==> config.mk <==
export PLATFORM = sky130hd
export DESIGN_NAME = cmem_seq
export DESIGN_NICKNAME = d
export VERILOG_FILES = /design/src/rtl/cmem_seq.sv
export SDC_FILE = /design/constraint.sdc
export NUM_CORES = 1
export LEC_CHECK = 0
export ABC_AREA = 1
export ABC_CLOCK_PERIOD_IN_PS = 2000
export BUFFER_PORTS_ARGS = -buffer_cell sky130_fd_sc_hd__buf_2
export CAP_MARGIN = 40
export CORE_MARGIN = 3
export CORE_UTILIZATION = 41
export CTS_CLUSTER_DIAMETER = 50
export CTS_CLUSTER_SIZE = 16
export DETAILED_ROUTE_END_ITERATION = 6
export GPL_TIMING_DRIVEN = 0
export HOLD_SLACK_MARGIN = 0.03
export PLACE_DENSITY = 0.78
export SYNTH_ARGS = -nofsm -noshare
export SYNTH_HDL_FRONTEND = slang
export SYNTH_SLANG_ARGS = --single-unit
==> constraint.sdc <==
create_clock -name clk -period 2 [get_ports clk]
set_input_delay 0.1 -clock clk [delete_from_list [all_inputs] [get_ports clk]]
set_output_delay 0.1 -clock clk [all_outputs]
set_load 0.02 [all_outputs]
==> src/rtl/cmem_seq.sv <==
// Sequencer in front of the 8-bank coefficient memory: interleaved coefficient load,
// per-sample parallel read passes, and MAC strobes aligned to cmem read latency.

module cmem_seq_lane #(
  parameter int AW = 6
) (
  input  logic          clk,
  input  logic          rst_n,
  input  logic          en,
  input  logic [AW-1:0] nxt,
  output logic [AW-1:0] addr
);
  always_ff @(posedge clk or negedge rst_n)
    if (!rst_n)  addr <= '0;
    else if (en) addr <= nxt;
endmodule

module cmem_seq #(
  parameter int NBANK = 8,
  parameter int TAPS  = 64,
  parameter int AW    = 6,
  parameter int DW    = 16
) (
  input  logic                clk,
  input  logic                rst_n,
  input  logic                load_start,
  input  logic                cfg_valid,
  output logic                cfg_ready,
  input  logic [DW-1:0]       cfg_data,
  input  logic                cfg_last,
  input  logic                run_en,
  input  logic                samp_valid,
  output logic [DW-1:0]       cmem_d,
  output logic [10:0]         cmem_caddr,
  output logic                cmem_wen,
  output logic                cmem_cen,
  output logic [NBANK*AW-1:0] cmem_raddr,
  output logic                mac_en,
  output logic                mac_first,
  output logic                mac_last,
  output logic                busy,
  output logic                load_err,
  output logic                overrun
);
  localparam int CAP    = NBANK * TAPS;
  localparam int KW     = $clog2(CAP) + 1;
  localparam int BW     = $clog2(NBANK);
  localparam int STAGES = 2;

  typedef enum logic [2:0] {S_IDLE, S_LOAD, S_FILL, S_DRAIN, S_READY, S_PASS} state_t;

  state_t                    state, state_nxt;
  logic [KW-1:0]             k;
  logic [AW-1:0]             j, j_nxt;
  logic                      accept, last_k, wr_now, load_clr, err_set, ovr_set;
  logic                      pass_vld, pass_final, pass_go, j_en;
  logic [DW-1:0]             wr_data;
  logic [10:0]               wr_addr, pend_addr;
  logic                      wr_pend;
  logic [STAGES:1]           vld_pipe, first_pipe, last_pipe;
  logic [NBANK-1:0][AW-1:0]  raddr_lane;

  assign cfg_ready  = (state == S_LOAD) || (state == S_DRAIN);
  assign busy       = (state != S_IDLE) && (state != S_READY);
  assign cmem_cen   = (state == S_IDLE);
  assign accept     = cfg_valid & cfg_ready;
  assign last_k     = (k == KW'(CAP - 1));
  assign load_clr   = load_start & ((state == S_IDLE) || (state == S_READY));
  assign pass_vld   = (state == S_PASS);
  assign pass_final = pass_vld && (j == AW'(TAPS - 1));
  assign pass_go    = samp_valid & run_en & ~load_clr & ((state == S_READY) | pass_final);
  assign j_en       = pass_go | (pass_vld & ~pass_final);
  assign j_nxt      = pass_go ? '0 : j + AW'(1);
  assign wr_now     = ((state == S_LOAD) & accept) | (state == S_FILL);
  assign wr_data    = (state == S_LOAD) ? cfg_data : '0;
  // interleave: bank = k % NBANK, word = k / NBANK
  assign wr_addr    = {3'(k[BW-1:0]), 8'(k >> BW)};
  assign err_set    = (state == S_LOAD) & accept & last_k & ~cfg_last;
  assign ovr_set    = pass_vld & samp_valid & ~pass_final;

  always_ff @(posedge clk or negedge rst_n)
    if (!rst_n) state <= S_IDLE;
    else        state <= state_nxt;

  always_comb begin
    state_nxt = state;
    case (state)
      S_IDLE:  if (load_start) state_nxt = S_LOAD;
      S_LOAD:  if (accept) begin
                 if (last_k)        state_nxt = cfg_last ? S_READY : S_DRAIN;
                 else if (cfg_last) state_nxt = S_FILL;
               end
      S_FILL:  if (last_k) state_nxt = S_READY;
      S_DRAIN: if (accept && cfg_last) state_nxt = S_READY;
      S_READY: if (load_start)   state_nxt = S_LOAD;
               else if (pass_go) state_nxt = S_PASS;
      S_PASS:  if (pass_final && !pass_go) state_nxt = S_READY;
      default: state_nxt = S_IDLE;
    endcase
  end

  // cmem latches D on the edge but decodes CADDR/WEN combinationally, so the
  // strobe trails the data by one register stage.
  always_ff @(posedge clk or negedge rst_n)
    if (!rst_n) begin
      k          <= '0;
      cmem_d     <= '0;
      pend_addr  <= '0;
      wr_pend    <= 1'b0;
      cmem_caddr <= '0;
      cmem_wen   <= 1'b1;
      j          <= '0;
      load_err   <= 1'b0;
      overrun    <= 1'b0;
      vld_pipe   <= '0;
      first_pipe <= '0;
      last_pipe  <= '0;
    end else begin
      if (load_clr)    k <= '0;
      else if (wr_now) k <= k + KW'(1);
      if (wr_now) begin
        cmem_d    <= wr_data;
        pend_addr <= wr_addr;
      end
      wr_pend  <= wr_now;
      cmem_wen <= ~wr_pend;
      if (wr_pend) cmem_caddr <= pend_addr;
      if (j_en) j <= j_nxt;
      if (load_clr)     load_err <= 1'b0;
      else if (err_set) load_err <= 1'b1;
      if (load_clr)     overrun <= 1'b0;
      else if (ovr_set) overrun <= 1'b1;
      vld_pipe   <= {vld_pipe[STAGES-1:1], pass_vld};
      first_pipe <= {first_pipe[STAGES-1:1], pass_vld && (j == '0)};
      last_pipe  <= {last_pipe[STAGES-1:1], pass_final};
    end

  assign mac_en    = vld_pipe[STAGES];
  assign mac_first = first_pipe[STAGES];
  assign mac_last  = last_pipe[STAGES];

  // one address register per bank keeps read-address fanout local to each bank
  for (genvar b = 0; b < NBANK; b++) begin : g_lane
    cmem_seq_lane #(.AW(AW)) u_lane (
      .clk  (clk),
      .rst_n(rst_n),
      .en   (j_en),
      .nxt  (j_nxt),
      .addr (raddr_lane[b])
    );
  end

  assign cmem_raddr = raddr_lane;
endmodule

# --- After elaboration in Yosys (flattened, before gate mapping) ---
# Cells that the tools add are included.
op_classes:
  add_sub_neg: 2
  n_eq_ne: 15
  muxes: 19
  bitwise_logic: 18
  reduce_logical: 15
ops:
  columns: ["op", "n"]
  rows:
  - ["$mux 3", 10]
  - ["$mux 10", 2]
  - ["$pmux 3 s6", 1]
  - ["$mux 16", 1]
  - ["$and 1x1->1", 11]
  - ["$add 10x1->10 const B", 1]
  - ["$eq 10x9->1 const B", 1]
  - ["$ne 3x3->1 const B", 3]
  - ["$reduce_and 7->1", 1]
  - ["$add 6x1->6 const B", 1]
  - ["$eq 3x2->1 const B", 2]
  - ["$eq 3x3->1 const B", 2]
  - ["$eq 6x6->1 const B", 1]
  - ["$logic_not 6->1", 1]
  - ["$mux 6", 1]
  - ["$ne 2x2->1 const B", 3]
  - ["$reduce_bool 2->1", 3]
  - ["$logic_and 1x1->1", 5]
  - ["$mux 1", 4]
  - ["$ne 2x1->1 const B", 2]
  - ["$not 1->1", 4]
  - ["$eq 3x1->1 const B", 1]
  - ["$logic_not 3->1", 1]
  - ["$or 1x1->1", 3]
  - ["other kinds (3)", 4]
totals:
  register_bits: 65
  input_bits: 23
  elab_cells: 82

# --- Depth between registers and ports, before layout ---
depth:
  depth_word: 10
  depth_mapped: 9

# --- Cells and area by module ---
# Synthesis repeated with hierarchy kept, for this count alone.
hier_totals:
  cells_unflattened: 562
  area_unflattened_um2: 4722.0
modules_own_cells:
  columns: ["mod", "n_inst", "cells_per_inst", "area_per_inst_um2", "seq_area_each_um2"]
  rows:
  - ["cmem_seq", 1, 362, 2950.3, 1627.8]
  - ["cmem_seq_lane", 8, 25, 221.5, 150.1]

# --- Worst setup path after synthesis ---
# OpenSTA, ideal clock, no wires.
synth_path:
  kind: "register to register"
  from: "register g_lane[7].u_lane.addr[0] (netlist name)"
  to: "register g_lane[7].u_lane.addr[3]"
  arrival_ns: 1.581
  setup_slack_ns: 0.301
  path_stages_with_launch: 9
  n_path_buf: 0
  period_less_slack_ns: 1.699
  path_cell_list: "dfrtp_1 -> ha_1 -> nand3_1 -> nor2_1 -> nand2_1 -> a21oi_2 -> inv_1 -> nand3b_1 -> nand2_1"
synth_lines:
  columns: ["item", "line_no", "rtl"]
  rows:
  - ["to (signal assigned)", "15", "else if (en) addr <= nxt;"]
  - ["to (decl)", "11", "output logic [AW-1:0] addr"]

==> flow_summary_export.csv <==
group,metric,value,unit
clock_network,cts_post_setup_buffers_inserted,0,
outcome,status,"finished, final reports clean",
clock_network,numCtsBuffers,9,
floorplanning,fp.coreArea,7810,sq um
timing,drv_slew,0,
clock_network,cts.sinks,65,
detailed_routing,routedWlPerCell,11.6,um
global_route,grt_antenna_before_repair,0,
detailed_routing,vias_per_cell,4.61,
floorplanning,initial_core_util,42.5,%
clock_network,h-tree-depth,3,
global_route,grt_max_degree,66,
finish,synthToLayoutAreaGrowth,31.6,%
timing,fin_crit_sh,88.2,%
logic_synthesis,synthDistinctLibCells,33,
placement,place_congestion,0.828,
setup_path,cp-end-kind,"flip-flop",
floorplanning,die_area,9210,sq um
setup_path,crit_fanout,12,
detailed_routing,via_count,2978,
global_route,grt_pass1_wl,12.7,mm
logic_synthesis,ys.flop_type,"dfrtp_1",
global_route,first_global_vias,2853,
global_route,overflow,0,
finish,finalInstanceArea,4370,sq um
detailed_routing,route.detailed.drc,0,
logic_synthesis,synth_fp_nets,431,
hold_path,whs_path_depth,3,
floorplanning,num_rows,32,
logic_synthesis,yosys_warnings,0,
logic_synthesis,syn_area,3320,sq um
placement,dp_hpwl,5.50,mm
setup_path,cp.arrival,1.99,ns
logic_synthesis,synthTopCellsByArea,"dfrtp_1, nand2_1, buf_4, nand3_1, nor2_1",
power,p_per_area,1410,nW/um^2
finish,final_util,55.9,%
logic_synthesis,yosys.area.top_type,"dfrtp_1",
timing,setup_tns,0,ns
logic_synthesis,synth_seq_cells,65,
clock_network,clk_path_buf_depth,2,
floorplanning,fp.dieH,96.0,um
placement,dp.cells,612,
finish,stdcell_count,646,
logic_synthesis,ys_seq_area_share,49.1,%
clock_network,cts_tree,"yes",
timing,finalClockSkew,0.00731,ns
timing,tightest_slew,0.796,ns
timing,hold_ws,0.112,ns
logic_synthesis,syn_inst,405,
floorplanning,die_w,96.0,um
detailed_routing,drt-initial-drc-count,149,
logic_synthesis,avgSynthCellArea,8.19,sq um
timing,slew-limit-headroom,47.0,%
timing,rsz0062_at_grt,"false",
logic_synthesis,synth_top_area_share,48.3,%
setup_path,crit_required,2.22,ns
placement,dp_slack,0.145,ns
job,cap_violations,0,
clock_network,root_buffer,"clkbuf_8",
clock_network,clkTransAtPathRegs,0.07,ns
floorplanning,ios,107,
timing,setup_viol,0,
setup_path,reg2reg_slack,0.24,ns
finish,nets,565,
finish,drive_gt1_share,34.4,%
power,p_leak,2.51,nW
placement,place_area,3970,sq um
global_route,track_usage,17.5,%
logic_synthesis,async_reset_ff_share,100,%
power,ir_drop,0.686,mV
timing,max_freq,567,MHz
setup_path,r2r_cells,8,
timing,setup_ws,0.236,ns
detailed_routing,routed_wl,7.50,mm
logic_synthesis,ys_top_cells_by_count,"nand2_1, dfrtp_1, buf_4",
setup_path,critPathKind,"reg -> reg",
finish,antennaDiodeCount,0,
logic_synthesis,synth_edf_count,0,
timing,hold_viol,0,
setup_path,start_kind,"flip-flop",
logic_synthesis,synth.most_common_cell,"nand2_1",
detailed_routing,drtAntennaViolNets,0,
placement,port_buffers,105,
clock_network,clkLatencyLatePin,0.34,ns
detailed_routing,first_pass_iters,4,
power,total_power,6.18,mW
timing,period_minus_slack,1.76,ns
hold_path,hold_class,"in -> reg",
## cell type report
class	count	area, sq um
Clock buffer	10	128
Clock inverter	6	82.6
Multi-Input combinational cell	258	1190
Tap cell	102	128
Sequential cell	65	1630
Fill cell	705	3440
Buffer	55	398
Timing Repair Buffer	123	708
Inverter	27	101
## per-layer routing
metal  up-vias  track usage, %  wire (um)
li1       1498               -          -
met1      1401            20.9       3120
met3         9            5.47        410
met4         0            5.09         99
met5         -               0          0
met2        70            30.2       3870
## sequential cells by signal, summed over array words and instances (netlist names)
name / cells
pend_addr: 10
load_err: 1
overrun: 1
k: 10
first_pipe: 2
g_lane.u_lane.addr: 6
last_pipe: 2
state: 3
cmem_d: 16
cmem_caddr: 10
vld_pipe: 2
wr_pend: 1
cmem_wen: 1
## repair_timing
| action | CTS | global route |
|---|---|---|
| hold buffers | 18 | 0 |
| hold endpoints to repair | 81 | 0 |
| endpoints found under the setup margin | 0 | 3 |
| gates resized for setup | 0 | 2 |
## final timing paths
path,from,to
max in group asynchronous,rst_n,g_lane[7].u_lane.addr[0]
min reg2reg,last_pipe[1],last_pipe[2]
max,g_lane[7].u_lane.addr[0],g_lane[7].u_lane.addr[3]
min in group asynchronous,rst_n,cmem_caddr[5]
max reg2reg,g_lane[7].u_lane.addr[0],g_lane[7].u_lane.addr[3]
min,cfg_last,load_err
## worst max-delay path: stages (launching register included)
cell      delay [ns]
dfrtp_2         0.47
ha_1            0.25
nand3_1         0.09
nor2_1          0.16
nand2_1         0.13
a21oi_2         0.26
inv_1           0.13
nand3b_1        0.10
nand2_1         0.06
## cell families (layout without fill, tap and decap cells)
logic type                 Yosys count  after routing  share of synthesized area (%)
AOI/OAI and AO/OA                   25             25                           4.22
xor gates and xnor gates             2              2                          0.528
adders and majority gates            3              3                           1.13
buffers and inverters               82            221                           15.0
DFF                                 65             65                           49.1
other                                1              1                          0.113
and+or+nand+nor                    227            227                           29.9
## placed cells by master (no fill, tap or decap), types with 2 or more instances in the layout
cell type,n
o21ai_0,9
dfrtp_1,62
dlygate4sd3_1,18
clkinv_2,3
nand4_1,3
nand2_1,138
buf_6,3
inv_2,2
buf_4,44
nor3_1,4
buf_2,110
nor2_2,2
clkbuf_8,9
nand3b_1,5
inv_1,25
bufinv_16,2
o21ai_1,5
xor2_1,2
ha_1,3
nand2_4,2
clkbuf_1,3
nor2_1,32
a21oi_1,6
nand3_1,35
a21oi_2,2
dfrtp_2,2
## power by group
group          leakage, nW  switching, mW  internal, mW  total [mW]
logic                 1.52           1.89          1.14        3.04
clock network        0.106          0.482         0.695        1.18
registers            0.879          0.298          1.66        1.96
total                 2.51           2.67          3.50        6.18
No activity file was read; power rests on OpenSTA's default activity.
